<file path="src/rtl/pipe_pkg.sv">
// ---------------------------------------------------------------------------
// pipe_pkg
// Shared types and constants for the pipeline hazard controller.
//
// Contents
//   RA_W_DEF   default register address width
//   RA_W_MAX   widest register address an entry can hold
//   STG_*      stage index constants for the tracked stages after ID
//   entry_t    per-stage tracking record {valid, we, rd, load}
//   sel_width  width of one forward select for a given stage count
// ---------------------------------------------------------------------------
package pipe_pkg;

  localparam int RA_W_DEF = 5;

  // The entry type has to be fixed at package level.
  // rd is therefore sized for the widest supported register file.
  // Narrower address widths are zero-extended on the way in.
  // Register 0 still compares as zero, and upper bits never create false matches.
  localparam int RA_W_MAX = 8;

  // Stage indices, counted from the youngest tracked stage.
  localparam int STG_EXE = 0;
  localparam int STG_MEM = 1;
  localparam int STG_WB  = 2;

  // Forward select encoding: 0 reads the regfile, i+1 forwards from stage i.
  localparam int FWD_REGFILE = 0;

  typedef struct packed {
    logic                valid;
    logic                we;
    logic [RA_W_MAX-1:0] rd;
    logic                load;
  } entry_t;

  // One code per tracked stage plus the regfile code.
  function automatic int sel_width(input int n_stage);
    return $clog2(n_stage + 1);
  endfunction

endpackage

</file>
<file path="src/rtl/pipe_hazard_match.sv">
// ---------------------------------------------------------------------------
// hazard_match
// Priority comparator for one ID source operand.
// It compares the operand against every tracked stage entry.
// It reports the youngest stage that will write the register.
//
// Ports
//   i_entries   in   tracked stage entries, index 0 = youngest (EXE)
//   i_src_addr  in   source register address, zero-extended to RA_W_MAX
//   i_src_use   in   source is really read from the regfile
//   o_hit       out  some tracked stage will write this source register
//   o_hit_idx   out  index of the youngest matching stage
//   o_load_hit  out  that youngest producer is a load
// ---------------------------------------------------------------------------
module hazard_match
  import pipe_pkg::*;
#(
  parameter int N_STAGE = 3,
  parameter int SEL_W   = 2
) (
  input  entry_t [N_STAGE-1:0]  i_entries,
  input  logic   [RA_W_MAX-1:0] i_src_addr,
  input  logic                  i_src_use,
  output logic                  o_hit,
  output logic   [SEL_W-1:0]    o_hit_idx,
  output logic                  o_load_hit
);

  // Walk from the oldest stage towards the youngest.
  // A later assignment overrides an earlier one, so the lowest matching index wins.
  // That stage holds the most recent value of the register.
  // A register-0 destination is never a producer, because r0 is hard-wired.
  always_comb begin
    o_hit      = 1'b0;
    o_hit_idx  = '0;
    o_load_hit = 1'b0;
    for (int i = N_STAGE - 1; i >= 0; i--) begin
      if (i_entries[i].valid && i_entries[i].we && (i_entries[i].rd != '0) &&
          (i_entries[i].rd == i_src_addr) && i_src_use) begin
        o_hit      = 1'b1;
        o_hit_idx  = SEL_W'(i);
        o_load_hit = i_entries[i].load;
      end
    end
  end

endmodule

</file>
<file path="src/rtl/pipe_hazard_ctrl.sv">
// ---------------------------------------------------------------------------
// pipe_hazard_ctrl
// RAW-hazard, bypass-select and stall controller for the in-order pipeline.
// It sits beside ID.
//
// It keeps a shift register of destination-register state, one entry per stage
// after ID. For each ID source operand it chooses one of three actions:
// read the regfile, forward from a later stage, or stall ID.
//
// Parameters
//   N_STAGE   tracked stages after ID (0=EXE ... N_STAGE-1=WB)
//   RA_W      register address width (at most RA_W_MAX)
//   N_SRC     ID source operands checked
//   FWD_EN    0 = stall on any match, 1 = forward and stall only on load-use
//   LOAD_RDY  lowest stage index whose load result can be forwarded
//
// Ports
//   clk          in   clock, rising edge
//   resetn       in   asynchronous active-low reset
//   id_valid     in   ID holds a valid instruction
//   id_rf_we     in   ID instruction writes the regfile
//   id_rd        in   ID destination register
//   id_is_load   in   ID instruction takes its result from data RAM
//   id_src_addr  in   source addresses, src s at [s*RA_W +: RA_W]
//   id_src_use   in   source s is really read
//   id_br_taken  in   ID branch/jump resolved taken
//   pipe_hold    in   external stall, freezes every tracked stage
//   flush        in   kill every tracked stage and the ID instruction
//   id_ready_go  out  ID may issue into EXE this cycle
//   exe_in_valid out  valid bit presented to the EXE pipeline register
//   if_cancel    out  IF instruction must become a bubble
//   fwd_sel      out  per source: 0 = regfile, i+1 = forward from stage i
//   stage_valid  out  valid bit of each tracked stage
//   stall_cnt    out  saturating count of hazard stall cycles
// ---------------------------------------------------------------------------
module pipe_hazard_ctrl
  import pipe_pkg::*;
#(
  parameter int N_STAGE  = 3,
  parameter int RA_W     = RA_W_DEF,
  parameter int N_SRC    = 2,
  parameter int FWD_EN   = 1,
  parameter int LOAD_RDY = STG_WB,
  localparam int SEL_W   = sel_width(N_STAGE)
) (
  input  logic                   clk,
  input  logic                   resetn,
  input  logic                   id_valid,
  input  logic                   id_rf_we,
  input  logic [RA_W-1:0]        id_rd,
  input  logic                   id_is_load,
  input  logic [N_SRC*RA_W-1:0]  id_src_addr,
  input  logic [N_SRC-1:0]       id_src_use,
  input  logic                   id_br_taken,
  input  logic                   pipe_hold,
  input  logic                   flush,
  output logic                   id_ready_go,
  output logic                   exe_in_valid,
  output logic                   if_cancel,
  output logic [N_SRC*SEL_W-1:0] fwd_sel,
  output logic [N_STAGE-1:0]     stage_valid,
  output logic [15:0]            stall_cnt
);

  entry_t [N_STAGE-1:0] r_entries;
  logic   [15:0]        r_stall_cnt;

  logic [RA_W_MAX-1:0]  w_src_ext [N_SRC];
  logic [N_SRC-1:0]     w_hit;
  logic [N_SRC-1:0]     w_load_hit;
  logic [SEL_W-1:0]     w_hit_idx [N_SRC];
  logic                 w_hazard;
  logic [N_SRC*SEL_W-1:0] w_fwd_sel;
  logic                 w_ready_go;
  logic                 w_exe_in_valid;
  entry_t               w_new_entry;

  // Widen each source address to the entry's rd width.
  // The comparators can then work on a single address type.
  always_comb begin
    for (int s = 0; s < N_SRC; s++) begin
      w_src_ext[s]           = '0;
      w_src_ext[s][RA_W-1:0] = id_src_addr[s*RA_W +: RA_W];
    end
  end

  // One priority comparator per source operand.
  // Each one reports the youngest in-flight producer of that operand.
  for (genvar s = 0; s < N_SRC; s++) begin : g_src
    hazard_match #(
      .N_STAGE (N_STAGE),
      .SEL_W   (SEL_W)
    ) u_match (
      .i_entries  (r_entries),
      .i_src_addr (w_src_ext[s]),
      .i_src_use  (id_src_use[s]),
      .o_hit      (w_hit[s]),
      .o_hit_idx  (w_hit_idx[s]),
      .o_load_hit (w_load_hit[s])
    );
  end

  // Turn each source's youngest match into a stall or a bypass select.
  // With forwarding off, any match stalls and the selects stay on the regfile.
  // With forwarding on, only a load that has not reached LOAD_RDY stalls.
  // Every other match forwards, including a match in WB.
  // WB must forward because the regfile write lands at the same edge as the ID read.
  always_comb begin
    w_hazard  = 1'b0;
    w_fwd_sel = '0;
    for (int s = 0; s < N_SRC; s++) begin
      if (w_hit[s]) begin
        if (FWD_EN == 0) begin
          w_hazard = 1'b1;
        end else if (w_load_hit[s] && (int'(w_hit_idx[s]) < LOAD_RDY)) begin
          w_hazard = 1'b1;
        end else begin
          w_fwd_sel[s*SEL_W +: SEL_W] = w_hit_idx[s] + SEL_W'(1);
        end
      end
    end
  end

  // Issue control is purely combinational, so ID learns in the same cycle
  // whether it may issue.
  // A taken branch cancels IF only when it actually issues. A stalled branch
  // re-resolves next cycle, so its fetch-side effect must wait until then.
  always_comb begin
    w_ready_go     = ~flush & ~pipe_hold & ~w_hazard;
    w_exe_in_valid = id_valid & w_ready_go;
  end

  // The record for the instruction entering EXE.
  // On a stall its valid bit is 0, which forms the bubble.
  always_comb begin
    w_new_entry                = '0;
    w_new_entry.valid          = w_exe_in_valid;
    w_new_entry.we             = id_rf_we;
    w_new_entry.rd[RA_W-1:0]   = id_rd;
    w_new_entry.load           = id_is_load;
  end

  // Stage tracking shift register.
  // Flush beats hold: a flush clears only the valid bits, because the other
  // fields are ignored while an entry is invalid.
  // Hold freezes every stage.
  // Otherwise everything shifts one stage older and the WB entry drops off.
  always_ff @(posedge clk or negedge resetn) begin
    if (!resetn) begin
      r_entries <= '0;
    end else if (flush) begin
      for (int i = 0; i < N_STAGE; i++) begin
        r_entries[i].valid <= 1'b0;
      end
    end else if (!pipe_hold) begin
      r_entries[STG_EXE] <= w_new_entry;
      for (int i = 1; i < N_STAGE; i++) begin
        r_entries[i] <= r_entries[i-1];
      end
    end
  end

  // Hazard stall counter, for performance monitoring.
  // It counts only cycles lost to a data hazard.
  // Held or flushed cycles are charged elsewhere, so they are not counted here.
  // The counter sticks at all-ones rather than wrapping.
  always_ff @(posedge clk or negedge resetn) begin
    if (!resetn) begin
      r_stall_cnt <= '0;
    end else if (id_valid && w_hazard && !pipe_hold && !flush &&
                 (r_stall_cnt != 16'hFFFF)) begin
      r_stall_cnt <= r_stall_cnt + 16'd1;
    end
  end

  // Expose the per-stage valid bits for debug and for downstream kill logic.
  always_comb begin
    for (int i = 0; i < N_STAGE; i++) begin
      stage_valid[i] = r_entries[i].valid;
    end
  end

  assign id_ready_go  = w_ready_go;
  assign exe_in_valid = w_exe_in_valid;
  assign if_cancel    = id_valid & id_br_taken & w_ready_go;
  assign fwd_sel      = w_fwd_sel;
  assign stall_cnt    = r_stall_cnt;

endmodule
</file>
<file path="config.mk">
export PLATFORM = sky130hd
export DESIGN_NAME = pipe_hazard_ctrl
export DESIGN_NICKNAME = d
export VERILOG_FILES = /design/src/rtl/pipe_pkg.sv /design/src/rtl/pipe_hazard_match.sv /design/src/rtl/pipe_hazard_ctrl.sv
export SDC_FILE = /design/constraint.sdc
export NUM_CORES = 1
export LEC_CHECK = 0
export BUFFER_PORTS_ARGS = -buffer_cell sky130_fd_sc_hd__buf_2
export CORE_ASPECT_RATIO = 1.5
export CORE_MARGIN = 2
export CORE_UTILIZATION = 35
export DETAILED_ROUTE_END_ITERATION = 16
export GPL_TIMING_DRIVEN = 0
export HOLD_SLACK_MARGIN = 0.08
export PLACE_DENSITY_LB_ADDON = 0.2
export SYNTH_ARGS = -nofsm -noshare
export SYNTH_HDL_FRONTEND = slang
export SYNTH_SLANG_ARGS = --single-unit
</file>
<file path="constraint.sdc">
create_clock -name clk -period 2.32 [get_ports clk]
set_input_delay 0.464 -clock clk [delete_from_list [all_inputs] [get_ports clk]]
set_output_delay 0.464 -clock clk [all_outputs]
set_load 0.05 [all_outputs]
</file>
==> results of run 1 <==
final timing paths:
| check | to | slack (ps) | depth (start not counted) |
|---|---|---|---|
| worst min register to register | stall_cnt[5] | 480 | 1 |
| worst max register to register | stall_cnt[1] | -350 | 10 |
| worst min-delay path | r_entries[16] | 280 | 1 |
| min in group clk | stage_valid[1] | 360 | 2 |
| max in group asynchronous | r_entries[1] | 1410 | 1 |
| worst max-delay path | if_cancel | -590 | 8 |
critical path: cells and delay by family, from the launching register on:
kind | cells | cell delay (ps)
DFF | 1 | 420
and+or+nand+nor | 4 | 880
AOI/OAI and AO/OA | 3 | 700
buffers and inverters | 1 | 130
flip-flops by register name (all words and copies together) (netlist names):
signal and cells:
r_entries 20, stage_valid 3, stall_cnt 16
power groups by stage:
stage | Combinational [mW] | Sequential [mW] | Clock (mW)
floorplan | 0.236 | 0.866 | 0
global placement | 0.308 | 0.908 | 0
detailed placement | 0.314 | 0.906 | 0
CTS | 0.376 | 0.885 | 0.578
global route | 0.412 | 0.897 | 0.612
finish | 0.371 | 0.881 | 0.561
cell usage in the layout, fill, tap and decap left out, types with 3 or more instances in the layout:
cell type	instances
buf_6	8
clkbuf_8	5
nor2_1	6
buf_4	19
buf_8	4
nor3b_2	3
nand2_1	9
dfrtp_1	24
nand4_1	5
nand3_1	5
mux2_2	19
xor2_1	33
xnor2_1	10
nor3_2	4
nor4_1	3
buf_2	43
dfrtp_2	15
area by class of cell:
class	instances	area [um^2]
repair buffers	71	495
inverters	2	7.51
plain buffers	6	45.0
clock buffers	5	68.8
fillers	578	3070
flip-flops and latches	39	995
multi-input cells	140	1310
clock inverters	3	43.8
well taps	74	92.6
repair_timing:
item / 4_1_cts / 5_1_grt
setup endpoints to repair: 19 / 24
pin swaps: 12 / 10
cloned: 1 / 0
gates resized for setup: 38 / 11
setup buffers: 17 / 3
cells by family after synthesis:
kind of cell    after synthesis  synth area share, %
buf+inv                       8                 2.21
simple gates                 56                 16.9
flops                        39                 44.2
mux                          24                 12.2
fa+ha+maj                     1                0.566
compound gates               15                 6.40
xor+xnor                     44                 17.5
layer usage:
| layer | vias to the layer above | track usage (%) | part of all wire (%) |
|---|---|---|---|
| li1 | 824 | - | - |
| met1 | 830 | 20.2 | 41 |
| met2 | 43 | 29.3 | 53 |
| met3 | 8 | 3.22 | 4.2 |
| met4 | 0 | 5.43 | 1.7 |
| met5 | - | 0 | 0 |
per-stage QoR:
stage	worst slack [ps]	std cells	utilization, %
after floorplan	-394	187	-
after detailed placement	-740	311	42.3
after global routing	-665	340	49.9
after global placement	-729	311	42.3
after CTS	-675	337	48.7
final	-585	340	49.9
==> reports/qor.csv, run 1 <==
metric;value;unit
hold_path_class;input pin to asynchronous set/reset pin;
synth_top_area_share;44.2;%
intPower;1.29;mW
clk_latency;290;ps
fin_setup_tns;-6270;ps
min_period;2910;ps
critPathKind;flip-flop to primary output;
tightest_slew;884;ps
synth_warnings;0;
gp_congestion;0.894;
p_per_area;593;mW/mm^2
required;1860;ps
p_clk_share;31.0;%
worstReg2RegStart;r_entries[16];
fin_hold_ws;284;ps
crit_path_start_kind;flip-flop;
track_usage;16.7;%
layout-drive-gt1-share;56.8;%
synth_fp_nets;213;
ios;51;
p_seq_share;48.6;%
slowest_stage;dfrtp_2;
power;1.81;mW
die_y;101;um
violations;negative setup slack;
leakagePower;1.45;nW
dr.pass1.iters;4;
hold_viol;0;
n_antenna_cell;0;
rsz0062_at_grt;yes;
fin_crit_sh;125;%
cts_buffer_depth;2;
synth-edff-count;0;
outcome;finished with violations;
antenna_found_initial;0;
cp_slowest_stage_delay;420;ps
cp_max_fo;2;
comb_power_share;20.5;%
final_nets;291;
dieArea;0.00697;mm^2
design_area;0.00306;mm^2
area_delta_synth_final;38.4;%
synth-seq-cells;39;
root_buffer;clkbuf_8;
clkTransAtPathRegs;80;ps
tritoncts;yes;
cts_buffers;5;
hold_buffers;0;
clock_sinks;39;
num_vias;1705;
setup_viol;21;
synth_cell_type_count;42;
fp-row-count;35;
overflow;0;
synthArstFlopShare;100;%
drc;0;
post-route-worst-setup-slack;-585;ps
netlist_instances;187;
cp_cell_sequence;or3_1 > o311a_1 > and4_4 > a22o_4 > a21oi_4 > and3_4 > and2_4 > buf_8;
synth_area_leaders;dfrtp_1 44%, xor2_1 13%, mux2_2 9.7%;
ant_nets;0;
io_buffers;50;
yosysTopAreaCell;dfrtp_1;
initial_core_util;36.0;%
avgSynthCellArea;11.8;um^2
yosysMostFrequentCell;dfrtp_1;
worstPathArrival;2440;ps
max_freq;344;MHz
die_x;68.9;um
htree_levels;2;
switching_share;28.7;%
core-area;0.00613;mm^2
cp-end-kind;primary output;
synthTopCellsByCount;39 x dfrtp_1, 33 x xor2_1, 19 x mux2_2;
max_slew_margin;41.0;%
post_drt_wl_per_cell;15.7;um
report.final.slew_viol_count;0;
grt_pass1_wl;8710;um
drt_wl_total;5330;um
vdd_ir_drop_max;0.000354;V
fin_worst_skew;10.3;ps
ys_seq_area_share;44.2;%
cap_violations;0;
synth_area;0.00221;mm^2
dp_hpwl;3850;um
grt_max_degree;40;
postPlaceCellArea;0.00259;mm^2
switching_power;0.521;mW
crit_path_start;r_entries[16];
via_per_inst;5.01;
ys.flop_type;dfrtp_1;
grt_pass1_vias;1811;
drt-initial-drc-count;77;
(Power assumes the default switching activity.)
==> run 2: changes to the inputs <==
--- a/config.mk
+++ b/config.mk
@@ -6,6 +6,8 @@
 export NUM_CORES = 1
 export LEC_CHECK = 0
 export BUFFER_PORTS_ARGS = -buffer_cell sky130_fd_sc_hd__buf_2
+export CELL_PAD_IN_SITES_DETAIL_PLACEMENT = 1
+export CELL_PAD_IN_SITES_GLOBAL_PLACEMENT = 2
 export CORE_ASPECT_RATIO = 1.5
 export CORE_MARGIN = 2
 export CORE_UTILIZATION = 35
@@ -13,6 +15,7 @@
 export GPL_TIMING_DRIVEN = 0
 export HOLD_SLACK_MARGIN = 0.08
 export PLACE_DENSITY_LB_ADDON = 0.2
+export SKIP_LAST_GASP = 1
 export SYNTH_ARGS = -nofsm -noshare
 export SYNTH_HDL_FRONTEND = slang
 export SYNTH_SLANG_ARGS = --single-unit
==> constraint.sdc (replaced) <==
create_clock -name clk -period 3.35 [get_ports clk]
set_input_delay 0.67 -clock clk [delete_from_list [all_inputs] [get_ports clk]]
set_output_delay 0.67 -clock clk [all_outputs]
set_load 0.05 [all_outputs]
==> reports/qor.csv, run 2 (same netlist as run 1, synthesis figures left out) <==
metric;value;unit
fin_worst_skew;5.27;ps
hold_path_class;flip-flop to flip-flop;
instances_no_fill;329;
min_period;3280;ps
antenna_found_initial;0;
fillers;721;
gp_congestion;0.736;
core-area;0.00613;mm^2
hold_viol;0;
hold_depth;1;
grt_max_degree;40;
largest_register;r_entries;
layout_commonest_cell;buf_2;
worstHoldStart;stall_cnt[10];
cap_violations;0;
largest_reg_flops;20;
root_buffer;clkbuf_8;
worstPathArrival;2610;ps
outcome;complete, no violations;
critPathKind;flip-flop to primary output;
n_antenna_cell;0;
dieArea;0.00697;mm^2
report.final.slew_viol_count;0;
setup_viol;0;
final_nets;280;
power;1.26;mW
grt_pass1_vias;1761;
max_slew_margin;41.2;%
min_to;stall_cnt[10];
fp-row-count;35;
ios;51;
htree_levels;2;
leakagePower;1.33;nW
num_vias;1698;
design_area;0.00278;mm^2
layout-drive-gt1-share;45.1;%
drc;0;
tritoncts;yes;
drt-initial-drc-count;37;
placed_cells_incl_taps;311;
post_drt_wl_per_cell;16.9;um
cts_buffers;5;
final_cell_mix;49 x buf_2, 36 x dfrtp_1, 33 x xor2_1;
grt_pass1_wl;9110;um
via_per_inst;5.16;
fin_hold_ws;486;ps
fin_crit_sh;97.9;%
io_buffers;50;
cp-end-kind;primary output;
vdd_ir_drop_max;0.000235;V
fin_setup_tns;0;ps
crit_path_start_kind;flip-flop;
cp_max_fo;5;
die_x;68.9;um
reg2reg_depth;10;
required;2680;ps
area_delta_synth_final;25.8;%
post-route-worst-setup-slack;71.7;ps
clkTransAtPathRegs;80;ps
hold_buffers;0;
place_ws;-281;ps
cts_buffer_depth;2;
ant_nets;0;
clk_latency;290;ps
tightest_slew;881;ps
r2r_slack;670;ps
track_usage;17.8;%
dp_hpwl;4230;um
dr.pass1.iters;4;
clock_sinks;39;
drt_wl_total;5570;um
final_util;45.3;%
overflow;0;
p_per_area;455;mW/mm^2
worstReg2RegStart;r_entries[5];
postPlaceCellArea;0.00255;mm^2
initial_core_util;36.0;%
die_y;101;um
r2r-end;stall_cnt[12];
max_freq;305;MHz
## run 2: power by group
part	switching [mW]	internal, mW	leakage [nW]	total [mW]
Sequential	0.0896	0.530	0.499	0.620
Combinational	0.104	0.134	0.767	0.238
Clock	0.164	0.241	0.0612	0.405
## run 2: cell type report
| type | instances | area, um^2 | area share (%) |
|---|---|---|---|
| Inverter | 2 | 7.51 | 0.270 |
| Tap cell | 74 | 92.6 | 3.33 |
| Buffer | 6 | 41.3 | 1.49 |
| Sequential cell | 39 | 980 | 35.3 |
| Clock inverter | 2 | 35.0 | 1.26 |
| Clock buffer | 6 | 82.6 | 2.97 |
| Multi-Input combinational cell | 140 | 1200 | 43.3 |
| Timing Repair Buffer | 60 | 335 | 12.1 |
## run 2: what timing repair did
item | in CTS | in global routing
pin swaps | 2 | 9
setup buffers | 3 | 7
resized for setup | 5 | 7
setup endpoints to repair | 3 | 2
endpoints found under the hold margin | 0 | 0
## run 2: worst max-delay path, stage by stage, from the launching register on
cell and delay [ps]:
dfrtp_2 450, or3_1 360, o311a_1 380, and4_4 170, a22o_4 260, a21oi_4 180, and3_4 220, and2_4 150
buf_8 140
## run 2: how the worst max path moves through the flow
stage          slack, ps   endpoint  cells past startpoint            from
5_1_grt               -1  if_cancel                      8   r_entries[16]
6_report              70  if_cancel                      8   r_entries[16]
3_3_place_gp        -320  if_cancel                      9  id_src_addr[7]
3_5_place_dp        -280  if_cancel                      9  id_src_addr[7]
2_1_floorplan        -30  if_cancel                      7  id_src_addr[7]
4_1_cts               20  if_cancel                      8   r_entries[16]
## run 2: routing by layer
layer	track usage, %	routed length [um]
met5	0	0
met4	7.09	133
met3	3.67	222
met2	31.0	3070
met1	20.7	2150
